**config.mk**
```make
export PLATFORM = sky130hd
export DESIGN_NAME = bp_cce_mshr_bank
export DESIGN_NICKNAME = d
export VERILOG_FILES = /design/src/rtl/bp_cce_mshr_bank.sv
export SDC_FILE = /design/constraint.sdc
export NUM_CORES = 1
export LEC_CHECK = 0
export CORE_MARGIN = 4
export CORE_UTILIZATION = 43
export DETAILED_ROUTE_END_ITERATION = 16
export PLACE_DENSITY = 0.74
export SYNTH_ARGS = -nofsm -noshare
export SYNTH_HDL_FRONTEND = slang
export SYNTH_SLANG_ARGS = --single-unit
```
**constraint.sdc**
```tcl
create_clock -name clk_i -period 4.6 [get_ports clk_i]
set_clock_uncertainty 0.2 [all_clocks]
set_input_delay 0.92 -clock clk_i [delete_from_list [all_inputs] [get_ports clk_i]]
set_output_delay 0.92 -clock clk_i [all_outputs]
set_load 0.05 [all_outputs]
```
**src/rtl/bp_cce_mshr_bank.sv**
```systemverilog
// Multi-entry MSHR bank for the CCE: allocation with block-address conflict
// detection, stall-gated ucode field writes, directory LRU writeback and free.
module bp_cce_mshr_bank #(
    parameter int num_mshr_p               = 4,
    parameter int lce_id_width_p           = 4,
    parameter int paddr_width_p            = 40,
    parameter int lce_assoc_width_p        = 3,
    parameter int num_flags_p              = 16,
    parameter int lg_block_size_in_bytes_p = 6,
    parameter int lef_flag_idx_p           = 15,
    localparam int id_w  = (num_mshr_p > 1) ? $clog2(num_mshr_p) : 1,
    localparam int cnt_w = $clog2(num_mshr_p + 1)
) (
    input  logic                         clk_i,
    input  logic                         reset_i,
    input  logic                         stall_i,

    input  logic                         alloc_v_i,
    input  logic [lce_id_width_p-1:0]    alloc_lce_id_i,
    input  logic [paddr_width_p-1:0]     alloc_paddr_i,
    input  logic [lce_assoc_width_p-1:0] alloc_lru_way_i,
    input  logic [num_flags_p-1:0]       alloc_flags_i,
    output logic                         alloc_ready_o,
    output logic [id_w-1:0]              alloc_id_o,
    output logic                         conflict_o,

    input  logic [id_w-1:0]              wr_id_i,
    input  logic [4:0]                   wr_field_mask_i,
    input  logic [num_flags_p-1:0]       wr_flag_mask_i,
    input  logic [lce_id_width_p-1:0]    wr_lce_id_i,
    input  logic [paddr_width_p-1:0]     wr_paddr_i,
    input  logic [lce_assoc_width_p-1:0] wr_way_i,
    input  logic [lce_assoc_width_p-1:0] wr_lru_way_i,
    input  logic [2:0]                   wr_coh_state_i,
    input  logic [num_flags_p-1:0]       wr_flags_i,

    input  logic                         dir_lru_v_i,
    input  logic [paddr_width_p-1:0]     dir_lru_addr_i,
    input  logic                         dir_lru_cached_excl_i,

    input  logic                         free_v_i,
    input  logic [id_w-1:0]              free_id_i,

    input  logic [id_w-1:0]              rd_id_i,
    output logic [lce_id_width_p-1:0]    rd_lce_id_o,
    output logic [paddr_width_p-1:0]     rd_paddr_o,
    output logic [lce_assoc_width_p-1:0] rd_way_o,
    output logic [lce_assoc_width_p-1:0] rd_lru_way_o,
    output logic [paddr_width_p-1:0]     rd_lru_paddr_o,
    output logic [2:0]                   rd_coh_state_o,
    output logic [num_flags_p-1:0]       rd_flags_o,

    output logic [num_mshr_p-1:0]        valid_o,
    output logic [cnt_w-1:0]             count_o,
    output logic                         empty_o,
    output logic                         full_o
);

    typedef struct packed {
        logic [lce_id_width_p-1:0]    lce_id;
        logic [paddr_width_p-1:0]     paddr;
        logic [lce_assoc_width_p-1:0] way_id;
        logic [lce_assoc_width_p-1:0] lru_way_id;
        logic [paddr_width_p-1:0]     lru_paddr;
        logic [2:0]                   coh_state;
        logic [num_flags_p-1:0]       flags;
    } entry_t;

    localparam logic [2:0] e_coh_i = 3'd0;
    localparam int blk_lo = lg_block_size_in_bytes_p;

    logic [num_mshr_p-1:0] r_valid;
    entry_t                r_entry [num_mshr_p];
    logic [cnt_w-1:0]      r_count;

    logic [num_mshr_p-1:0] w_valid_nxt;
    entry_t                w_entry_nxt [num_mshr_p];
    logic [id_w-1:0]       w_alloc_id;
    logic                  w_found;
    logic                  w_conflict;
    logic                  w_full;
    logic                  w_alloc_fire;
    logic                  w_free_eff;
    entry_t                w_rd;

    // Free-slot search, conflict compare and effective-free detection over pre-edge state.
    always_comb begin
        // NOTE: every output of a combinational block gets a default first, otherwise a latch is inferred.
        w_alloc_id = '0;
        w_found    = 1'b0;
        w_conflict = 1'b0;
        w_free_eff = 1'b0;
        for (int i = 0; i < num_mshr_p; i++) begin
            if (!r_valid[i] && !w_found) begin
                w_alloc_id = id_w'(i);
                w_found    = 1'b1;
            end
            if (r_valid[i] && (r_entry[i].paddr[paddr_width_p-1:blk_lo] ==
                               alloc_paddr_i[paddr_width_p-1:blk_lo]))
                w_conflict = 1'b1;
            if (free_v_i && (free_id_i == id_w'(i)) && r_valid[i])
                w_free_eff = 1'b1;
        end
    end

    assign w_full       = (r_count == cnt_w'(num_mshr_p));
    assign w_alloc_fire = alloc_v_i & ~w_full & ~w_conflict;

    // Next-state per entry; free beats directory write, which beats ucode write.
    always_comb begin
        for (int i = 0; i < num_mshr_p; i++) begin
            w_valid_nxt[i] = r_valid[i];
            w_entry_nxt[i] = r_entry[i];
            if (w_alloc_fire && (w_alloc_id == id_w'(i))) begin
                w_valid_nxt[i]            = 1'b1;
                w_entry_nxt[i].lce_id     = alloc_lce_id_i;
                w_entry_nxt[i].paddr      = alloc_paddr_i;
                w_entry_nxt[i].way_id     = '0;
                w_entry_nxt[i].lru_way_id = alloc_lru_way_i;
                w_entry_nxt[i].lru_paddr  = '0;
                w_entry_nxt[i].coh_state  = e_coh_i;
                w_entry_nxt[i].flags      = alloc_flags_i;
            end else if (r_valid[i]) begin
                if (free_v_i && (free_id_i == id_w'(i))) begin
                    w_valid_nxt[i] = 1'b0;
                end else if (wr_id_i == id_w'(i)) begin
                    if (!stall_i) begin
                        if (wr_field_mask_i[0]) w_entry_nxt[i].lce_id     = wr_lce_id_i;
                        if (wr_field_mask_i[1]) w_entry_nxt[i].paddr      = wr_paddr_i;
                        if (wr_field_mask_i[2]) w_entry_nxt[i].way_id     = wr_way_i;
                        if (wr_field_mask_i[3]) w_entry_nxt[i].lru_way_id = wr_lru_way_i;
                        if (wr_field_mask_i[4]) w_entry_nxt[i].coh_state  = wr_coh_state_i;
                        w_entry_nxt[i].flags = (r_entry[i].flags & ~wr_flag_mask_i) |
                                               (wr_flags_i & wr_flag_mask_i);
                    end
                    if (dir_lru_v_i) begin
                        w_entry_nxt[i].lru_paddr             = dir_lru_addr_i;
                        w_entry_nxt[i].flags[lef_flag_idx_p] = dir_lru_cached_excl_i;
                    end
                end
            end
        end
    end

    always_ff @(posedge clk_i) begin
        if (reset_i) begin
            r_valid <= '0;
            r_count <= '0;
            // NOTE: entry storage is cleared on reset because every field must read as zero afterwards.
            for (int i = 0; i < num_mshr_p; i++) r_entry[i] <= '0;
        end else begin
            // NOTE: state registers use non-blocking assignment so all entries update from the same pre-edge values.
            r_valid <= w_valid_nxt;
            r_count <= r_count + cnt_w'(w_alloc_fire) - cnt_w'(w_free_eff);
            for (int i = 0; i < num_mshr_p; i++) r_entry[i] <= w_entry_nxt[i];
        end
    end

    // Out-of-range read ids match no entry and read as zero.
    always_comb begin
        w_rd = '0;
        for (int i = 0; i < num_mshr_p; i++)
            if (rd_id_i == id_w'(i)) w_rd = r_entry[i];
    end

    assign alloc_ready_o  = ~w_full & ~w_conflict;
    assign alloc_id_o     = w_alloc_id;
    assign conflict_o     = w_conflict;
    assign rd_lce_id_o    = w_rd.lce_id;
    assign rd_paddr_o     = w_rd.paddr;
    assign rd_way_o       = w_rd.way_id;
    assign rd_lru_way_o   = w_rd.lru_way_id;
    assign rd_lru_paddr_o = w_rd.lru_paddr;
    assign rd_coh_state_o = w_rd.coh_state;
    assign rd_flags_o     = w_rd.flags;
    assign valid_o        = r_valid;
    assign count_o        = r_count;
    assign empty_o        = (r_count == '0);
    assign full_o         = w_full;

endmodule
```
==> results.md, run 1 <==
* Outcome: finished, final reports clean
* Worst EP required at 3.48 ns
* Final Setup Violations at 0
* Number of global-route vias before repair at 21.62k
* Clock transition at the registers of the reported paths at 0.06 ns
* Mapped cell area at 0.02278 sq mm
* PnR Total Power at 0.01053 W
* Layout Cells excl Fill at roughly 3.5k
* Synth top area share at 0.3893
* P_leak at 9.425 nW
* Flops & latches, synth at 443
* Fin crit period at ~4.4 ns
* Syn avg cell area at approximately 9 sq um
* Syn Inst Count at 2516
* First-pass GRT wire length at 126100 um
* Reg-to-Reg Start: r_entry[0][101]
* Routed vias at ~22k
* CTS tree: yes
* Gr usage total at 0.2787
* Io pins at 328
* Worst skew pair latency at 0.59 ns
* Drt wl/cell at 23.83 um
* Core Region at 0.05255 sq mm
* Worst Path Arrival at 3.28 ns
* Max Freq at 227.1 MHz
* NumNets Final at 2964
* CTS root buffer: clkbuf_16
* Crit-path max FO at 8
* Slew at the pin with the worst max-slew slack at between 0.7 and 0.8 ns
* Ratio of cells with drive above 1 in the final layout at 0.1367
* Ys flop type: dfxtp_1
* Yosys warnings at 0
* Register area at 0.008869 sq mm
* Number of max-cap violations at 0
* Setup crit start kind: input port
* Syn Nets at ~2.7k
* Input/output buffers at 327
* CP Class: in -> out
* Final wirelength at 83200 um
* Most numerous cell in the Yosys netlist: nand2_1
* Largest net degree at the start of global routing at around 120
* Leading area contributor after synthesis: dfxtp_1
* Reg2reg path depth at 15
* Chip Width at between 200 and 250 um
* DP HPWL at 54240 um
* Synth unique cells at 58
* CTS max path bufs at 3
* Max Transition Viols Final at 0
* Gr ovfl total at 0
* Synthesis-to-finish area growth at 24.87%
* Fraction of registers with async set/reset at 0
* Cts bufs inserted at ~50
* Fill cells at 4653
* Setup bufs post-CTS at 0
* Vias per cell at just over 6
* Worst hold path depth at 2
* RSZ-0062 raised after global routing: false
* Die area at roughly 0.057 sq mm
* Synth area leaders: dfxtp_1 39%, mux4_2 11%, nand2_1 8.2%
* Area after DPL at between 0.02 and 0.03 sq mm
* H-tree depth at 2
* Fin crit share at 0.9571
* Worst Hold Class: reg -> reg
* ANT nets after route at 0
* Most frequent cells after synthesis: 499 x nand2_1, 443 x dfxtp_1, 246 x a21oi_1
* Row count at 84
* Routability cong. at between 0.9 and 1
* Final Hold Viols at 0
* Hold Buf Count CTS at 0
* Crit end category: primary output
* Relative slew margins at 0.4922
* Multi-input gate area at 0.01245 sq mm
* # DRC at 0
* R2R Setup Slk at 1.11 ns
* Hold Path End: r_entry[3][51]
* Hold path start: r_entry[3][51]
* Final instance area at roughly 0.028 sq mm
* DRT Pass-1 Iters at 6
* Initial antenna violation count at 12
* RR Endpoint: count_o[2]
* Register area share after synthesis at 0.3893
* Setup_tns at 0 ns
* Initial Utilization at 0.4335
* EDFF count, synth at 0
* Cell Pwr Density at 370.0 mW/mm^2
* Inst Count DP at 3392
* Chip height at between 200 and 250 um
* Maximum vdd drop at 0.2884 mV
* 1st-iter DRT viols at 2489
* PostCTS Resize Cnt at 0
* CTS sink cnt at 443
-- flip-flops by register name, summed over array words and instances, names as in the netlist --
signal,flops
count_o,3
r_entry,436
valid_o,4
-- logic make-up (layout without fill, tap and decap cells) --
| group | after synthesis | in the layout | share of synthesized area |
|---|---|---|---|
| buf+inv | 265 | 544 | 0.06728 |
| simple gates | 972 | 972 | 0.1877 |
| xor+xnor | 137 | 137 | 0.05267 |
| fa+ha+maj | 3 | 3 | 0.001977 |
| mux | 171 | 171 | 0.1355 |
| flops | 443 | 443 | 0.3893 |
| compound gates | 525 | 525 | 0.1655 |
| other cells | 0 | 8 | 0 |
-- through the flow --
step | setup WS [ns] | util | hold WS, ns
after floorplan | 0.8692 | - | 0.2331
after global placement | 0.05554 | 0.5084 | 0.2380
after detailed placement | 0.05423 | 0.5084 | 0.2435
after CTS | 0.2345 | 0.5410 | 0.2517
after global routing | 0.09327 | 0.5412 | 0.2688
final | 0.1972 | 0.5414 | 0.2533
-- report_power, final --
part / switching (W) / leakage (nW) / total, W / internal (W)
Combinational: 0.00125 / 4.99 / 0.00213 / 0.000884
Clock: 0.00167 / 0.846 / 0.00415 / 0.00248
Sequential: 0.000198 / 3.59 / 0.00424 / 0.00404
-- metal layers --
layer	vias to the layer above	routed length, um	track usage
met5	-	63	0
met4	10	4322	0.1377
met3	300	8732	0.06600
met2	1345	38790	0.4519
met1	10580	31290	0.3501
li1	9482	-	-
-- cells in the final DEF, fill, tap and decap left out, drive strengths merged, types with 3 or more instances in the layout --
cell / netlist / layout
mux2i: 61 / 61
and2: 50 / 50
xnor2: 110 / 110
nand2b: 7 / 7
a211oi: 61 / 61
diode: 0 / 8
nor2b: 4 / 4
clkbuf: 120 / 74
a21boi: 16 / 16
a2bb2oi: 7 / 7
nand4: 31 / 31
and3: 3 / 3
nand2: 499 / 499
a221o: 40 / 40
a311oi: 92 / 92
a21oi: 246 / 246
nor3: 23 / 23
clkinv: 0 / 10
dfxtp: 443 / 443
a32oi: 7 / 7
nand3: 167 / 167
inv: 13 / 15
buf: 132 / 118
xor2: 27 / 27
o21ai: 9 / 9
bufinv: 0 / 4
nor4: 11 / 11
nor2: 167 / 167
a22oi: 41 / 41
mux4: 110 / 110
clkdlybuf4s50: 0 / 321
-- layout make-up --
class,count,share of cell area
inverter,13,0.001715
clock inverter,18,0.007477
sequential,443,0.3117
tap,688,0.03026
multi-input combinational,1808,0.4375
timing repair buffer,440,0.1579
clock buffer,73,0.05269
antenna,8,0.0007037
-- worst max-delay path: stages --
cell and delay (ns):
clkdlybuf4s50_1 0.63, buf_4 0.25, xor2_1 0.14, nor4_1 0.18, nand4_1 0.20, nor4_4 0.23, a211oi_4 0.10, buf_4 0.20
and3_2 0.27, buf_12 0.16
-- worst max-delay path by stage --
stage / endpoint / startpoint / slack, ns
6_report: alloc_ready_o / alloc_paddr_i[6] / 0.20
5_1_grt: alloc_ready_o / alloc_paddr_i[6] / 0.09
4_1_cts: alloc_ready_o / alloc_paddr_i[6] / 0.23
3_5_place_dp: count_o[2] / alloc_paddr_i[6] / 0.05
3_3_place_gp: count_o[2] / alloc_paddr_i[6] / 0.06
2_1_floorplan: rd_lru_paddr_o[10] / rd_id_i[1] / 0.87
Power figures use the tool's default switching activity.
==> inputs of run 2 (changes only) <==
Settings changed: ABC_CLOCK_PERIOD_IN_PS set to 4600, CORE_UTILIZATION 43 to 51, PLACE_DENSITY 0.74 to 0.84.
==> results.md, run 2 (same netlist as run 1, synthesis figures left out) <==
* Largest net degree at the start of global routing at 118 (+0.85%)
* PostCTS Resize Cnt at 0 (unchanged)
* Final wirelength at 82030 um (-1.4%)
* Cts bufs inserted at 49 (unchanged)
* Worst EP required at 3.48 ns (about the same)
* Number of max-cap violations at 0 (unchanged)
* Setup ws final at 0.1678 ns (-0.02938 ns)
* Maximum vdd drop at 0.2987 mV (+3.6%)
* Worst hold path depth at 2 (unchanged)
* Crit-path max FO at 8 (unchanged)
* Met1 Use GR at 0.4008 (+0.05072)
* Relative slew margins at 0.4431 (-0.04913)
* Max reg flops at 436 (unchanged)
* Chip Width at 219.4 um (-7.9%)
* Setup bufs post-CTS at 0 (unchanged)
* Clock transition at the registers of the reported paths at 0.06 ns (about the same)
* CTS max path bufs at 3 (unchanged)
* PnR Total Power at 0.01053 W (about the same)
* # DRC at 0 (unchanged)
* R2R Setup Slk at 1.24 ns (+0.13 ns)
* CTS tree: yes
* Clock Power Share at 0.398 (+0.004)
* NumNets Final at 2949 (-0.51%)
* Final Setup Violations at 0 (unchanged)
* Max Transition Viols Final at 0 (unchanged)
* Hold path start: r_entry[0][45]
* Fin crit period at 4.432 ns (+0.02938 ns)
* 1st-iter DRT viols at 2689 (+8.0%)
* Drt wl/cell at 24.25 um (+1.8%)
* Number of global-route vias before repair at 22.08k (+2.2%)
* Sw frac at 0.2937 (-0.002256)
* Psw at 0.003092 W (-0.72%)
* First-pass GRT wire length at 125200 um (-0.71%)
* CP Class: in -> out
* Worst Path Arrival at 3.31 ns (+0.03 ns)
* Internal Pwr Total at 0.007438 W (+0.36%)
* DP HPWL at 52320 um (-3.5%)
* Ratio of cells with drive above 1 in the final layout at 0.1311 (-0.005596)
* Setup crit start kind: input port
* Commonest non-fill, non-tap cell in the layout: nand2_1
* Reg2reg path depth at 13 (-2)
* Post-Place Worst Slack at 0.03532 ns (-0.01891 ns)
* Fin crit share at 0.9635 (+0.006387)
* Met3 global-route usage at 0.08626 (+0.02027)
* Routed vias at 21.98k (+1.2%)
* Outcome: finished, final reports clean
* GRT busiest layer: met2
* Initial Utilization at 0.5152 (+0.08166)
* ANT nets after route at 0 (unchanged)
* RR Endpoint: count_o[2]
* Final Hold Viols at 0 (unchanged)
* DRT Pass-1 Iters at 9 (+3)
* Core Region at 0.04422 sq mm (-16%)
* Initial antenna violation count at 13 (+1)
* Chip height at 219.4 um (-7.9%)
* Vias per cell at 6.498 (+4.5%)
* Routability cong. at 0.9508 (-2.4%)
* Crit end category: primary output
* Max Freq at 225.6 MHz (-0.66%)
* H-tree depth at 2 (unchanged)
* Register name with the most flops: r_entry
* Commonest non-fill, non-tap cells in the layout: 499 x nand2_1, 443 x dfxtp_1, 322 x clkdlybuf4s50_1, 246 x a21oi_1, 166 x nand3_1
* Reg-to-Reg Start: valid_o[2]
* Io pins at 328 (unchanged)
* Gr ovfl total at 0 (unchanged)
* RSZ-0062 raised after global routing: false
* Comb pwr share at 0.198 (-0.005)
* Flop pwr share at 0.404 (about the same)
* Worst Hold Class: reg -> reg
* P_leak at 9.308 nW (-1.2%)
* GR Layer Usage met2 at 0.5258 (+0.07388)
* CTS root buffer: clkbuf_16
* Input/output buffers at 327 (unchanged)
* Layout Cells excl Fill at 3382 (-3.1%)
* Cell Pwr Density at 374.8 mW/mm^2 (+1.3%)
* Hold Buf Count CTS at 0 (unchanged)
* Hold Path End: r_entry[0][45]
* Slew at the pin with the worst max-slew slack at 0.8280 ns (+0.06792 ns)
* CTS sink cnt at 443 (unchanged)
* Gr usage total at 0.3286 (+0.04987)
* Die area at 0.04812 sq mm (-15%)
* Setup_tns at 0 ns (unchanged)
* Worst skew pair latency at 0.59 ns (about the same)
* Synthesis-to-finish area growth at 23.33%
* Row count at 77 (-8.3%)
* Inst Count DP at 3281 (-3.3%)
==> run 2: cell count changes in the layout (fill, tap and decap cells not counted), moves of 3 or more <==
cell       change
clkbuf_8       -4
buf_12        -11
buf_4          -4
clkinv_2       +3
diode_2        +5
bufinv_16      +3
==> run 2: how the worst max path moves through the flow <==
stage | from | depth (start not counted) | to | slack [ns]
4_1_cts | alloc_paddr_i[13] | 9 | alloc_ready_o | 0.22
5_1_grt | alloc_paddr_i[13] | 9 | alloc_ready_o | 0.06
2_1_floorplan | rd_id_i[1] | 4 | rd_lru_paddr_o[10] | 0.87
6_report | alloc_paddr_i[13] | 9 | alloc_ready_o | 0.17
3_3_place_gp | alloc_paddr_i[13] | 16 | count_o[2] | 0.04
3_5_place_dp | alloc_paddr_i[13] | 16 | count_o[2] | 0.04
==> run 2: worst max-delay path: stages <==
cell and delay, ns:
clkdlybuf4s50_1 0.72, xor2_1 0.16, nor4_1 0.34, nand4_1 0.23, nor4_4 0.23, a211oi_4 0.11
buf_4 0.19, and3_2 0.25, buf_12 0.15
==> run 2: layout make-up <==
cell class                      instances  area [sq um]
Fill cell                            3418         16120
Multi-Input combinational cell       1808         12450
Sequential cell                       443          8869
Timing Repair Buffer                  425          4248
Clock buffer                           67          1415
Tap cell                              592         740.7
Clock inverter                         21         297.8
Inverter                               13         48.80
Antenna cell                           13         32.53
==> run 2: stage by stage <==
| step | area, sq um | hold WS, ns | util |
|---|---|---|---|
| floorplan | 22780 | 0.2331 | - |
| global placement | 26350 | 0.2382 | 0.5959 |
| detailed placement | 26350 | 0.2445 | 0.5959 |
| CTS | 28060 | 0.2528 | 0.6346 |
| global route | 28080 | 0.2657 | 0.6350 |
| finish | 28100 | 0.2532 | 0.6354 |
==> run 2: power groups by stage <==
stage               logic (W)  registers [W]  clock network, W
CTS                   0.00206        0.00424           0.00422
floorplan             0.00130        0.00428                 0
global placement      0.00200        0.00431                 0
global route          0.00219        0.00426           0.00440
finish                0.00209        0.00425           0.00419
detailed placement    0.00204        0.00432                 0
==> run 2: metal layers <==
layer	part of all wire	wire length, um
met5	0.00046	38
met3	0.11	9158
met2	0.46	37670
met1	0.36	29810
met4	0.065	5355
==> inputs of run 3 (changes only) <==
Settings changed: CORE_MARGIN 4 to 1.5.
==> results.md, run 3 (same netlist as run 1, synthesis figures left out) <==
* Outcome: finished, final reports clean
* Die area at 0.04595 sq mm (-4.5%)
* Fin crit period at 4.561 ns (+0.1289 ns)
* CP Class: in -> out
* H-tree depth at 2 (unchanged)
* Final Hold Viols at 0 (unchanged)
* Gr ovfl total at 0 (unchanged)
* RSZ-0062 raised after global routing: false
* Fin crit share at 0.9915 (+0.02802)
* Psw at 0.003134 W (+1.3%)
* Commonest non-fill, non-tap cell in the layout: nand2_1
* CTS sink cnt at 443 (unchanged)
* Slew at the pin with the worst max-slew slack at 1.020 ns (+0.1921 ns)
* Max reg flops at 436 (unchanged)
* Synthesis-to-finish area growth at 23.76%
* Worst setup path end: alloc_ready_o
* P_leak at 9.367 nW (+0.64%)
* DP HPWL at 52310 um (about the same)
* First-pass GRT wire length at 125000 um (-0.18%)
* NumNets Final at 2960 (+0.37%)
* Critical Path Source: alloc_paddr_i[35]
* PnR Total Power at 0.01043 W (-0.93%)
* Row count at 77 (unchanged)
* Initial Utilization at 0.5163 (+0.001125)
* Initial antenna violation count at 19 (+6)
* RR Endpoint: count_o[2]
* Fill cells at 3518 (+2.9%)
* Reg-to-Reg Start: r_entry[0][100]
* Clock transition at the registers of the reported paths at 0.06 ns (about the same)
* 1st-iter DRT viols at 2875 (+6.9%)
* Worst EP required at 3.48 ns (about the same)
* Chip height at 214.4 um (-2.3%)
* Internal Pwr Total at 0.007299 W (-1.9%)
* Min Hold Slack at 0.2519 ns (-0.001304 ns)
* Reg2reg path depth at 15 (+2)
* Crit-path max FO at 7 (-1)
* Worst Hold Class: reg -> reg
* Commonest non-fill, non-tap cells in the layout: 499 x nand2_1, 443 x dfxtp_1, 321 x clkdlybuf4s50_1, 246 x a21oi_1, 166 x nand3_1
* Worst path cell trace: clkdlybuf4s50_1 -> buf_4 -> xnor2_1 -> nand4_1 -> nor3_1 -> a211oi_4 -> buf_4 -> and3_2 -> buf_12
* Comb pwr share at 0.203 (+0.005)
* CP max stage delay at 0.51 ns (-0.21 ns)
* Setup bufs post-CTS at 0 (unchanged)
* Number of global-route vias before repair at 22.32k (+1.1%)
* Worst Path Arrival at 3.44 ns (+0.13 ns)
* Cts bufs inserted at 47 (-4.1%)
* Register name with the most flops: r_entry
* Post-Route Utilization at 0.6390 (+0.003628)
* Most frequent cell on the critical path: buf_4
* Final Setup Violations at 0 (unchanged)
* Clock Power Share at 0.389 (-0.009)
* R2R Setup Slk at 1.09 ns (-0.15 ns)
* Chip Width at 214.4 um (-2.3%)
* Input/output buffers at 327 (unchanged)
* Vias per cell at 6.518 (+0.32%)
* Max Transition Viols Final at 0 (unchanged)
* Setup_tns at 0 ns (unchanged)
* Sw frac at 0.3004 (+0.006730)
* Largest net degree at the start of global routing at 160 (+36%)
* Number of max-cap violations at 0 (unchanged)
* Worst skew pair latency at 0.61 ns (+0.02 ns)
* CTS max path bufs at 3 (unchanged)
* Drt wl/cell at 24.13 um (-0.52%)
* Maximum vdd drop at 0.2947 mV (-1.4%)
* Final wirelength at 81800 um (-0.28%)
* Io pins at 328 (unchanged)
* Routed vias at 22.10k (+0.56%)
* ANT nets after route at 0 (unchanged)
* Relative slew margins at 0.3138 (-0.1292)
* # DRC at 0 (unchanged)
* Flop pwr share at 0.407 (+0.003)
* Gr usage total at 0.3438 (+0.01526)
* CTS tree: yes
* CTS root buffer: clkbuf_16
* Setup crit start kind: input port
* Routability cong. at 0.9975 (+4.9%)
* Crit end category: primary output
* Slowest-stage cell, CP: xnor2_1
* DRT Pass-1 Iters at 6 (-3)
* Max Freq at 219.2 MHz (-2.8%)
* Ratio of cells with drive above 1 in the final layout at 0.1359 (+0.004814)
* Core Region at 0.04412 sq mm (-0.22%)
* Cell Pwr Density at 370.0 mW/mm^2 (-1.3%)
run 3: cell count changes in the layout (fill, tap and decap cells not counted), sizes merged:
cell,before,now
buf,102,115
diode,13,9
bufinv,7,5
clkdlybuf4s50,322,321
clkinv,13,12
clkinvlp,1,2
dlymetal6s2s,0,1
inv,13,14
run 3: critical path, delay by kind of cell:
kind                   cells  cell delay [ns]
buffers and inverters      4             1.04
AND/OR/NAND/NOR            3             0.83
XOR/XNOR                   1             0.51
AO/OA/AOI/OAI              1             0.13
run 3: per-stage QoR:
stage                     setup WS (ns)  cells  cell area [sq um]
after global routing            0.01009   3388              28190
final                           0.03891   3390              28200
after CTS                        0.1912   3381              28160
after floorplan                  0.8692   2516              22780
after global placement         0.005529   3294              26500
after detailed placement        0.03143   3294              26500
run 3: how the worst min path moves through the flow:
stage | cells after the start | slack, ns | startpoint | end
after floorplan | 2 | 0.23 | r_entry[2][16] | r_entry[2][16]
after global placement | 2 | 0.24 | r_entry[1][63] | r_entry[1][63]
after detailed placement | 2 | 0.25 | r_entry[2][49] | r_entry[2][49]
after CTS | 2 | 0.25 | r_entry[2][49] | r_entry[2][49]
after global routing | 2 | 0.27 | r_entry[2][34] | r_entry[2][34]
final | 2 | 0.25 | r_entry[0][18] | r_entry[0][18]
run 3: per-layer routing:
metal,vias to the layer above,share of wire,global-route usage
met5,-,0.0017,0
met4,20,0.060,0.2167
met3,366,0.11,0.09759
met2,1533,0.47,0.5484
met1,10700,0.36,0.4093
li1,9480,-,-
run 3: power by group through the flow:
stage	registers, W	clock network, W	logic (W)
6_report	0.00425	0.00406	0.00212
5_1_grt	0.00426	0.00423	0.00222
4_1_cts	0.00424	0.00408	0.00208
3_5_place_dp	0.00432	0	0.00206
3_3_place_gp	0.00431	0	0.00202
2_1_floorplan	0.00428	0	0.00130
run 3: what timing repair did:
item | in CTS | in global routing
setup endpoints to repair | 0 | 1
hold buffers | 0 | 0
resized for setup | 0 | 3
run 3: cell type report:
class	count	area, sq um	area share
inverters	13	48.80	0.001731
clock inverters	20	271.5	0.009629
well taps	592	740.7	0.02627
clock buffers	67	1381	0.04899
flip-flops and latches	443	8869	0.3145
repair buffers	438	4398	0.1560
diodes	9	22.52	0.0007988
multi-input cells	1808	12460	0.4421
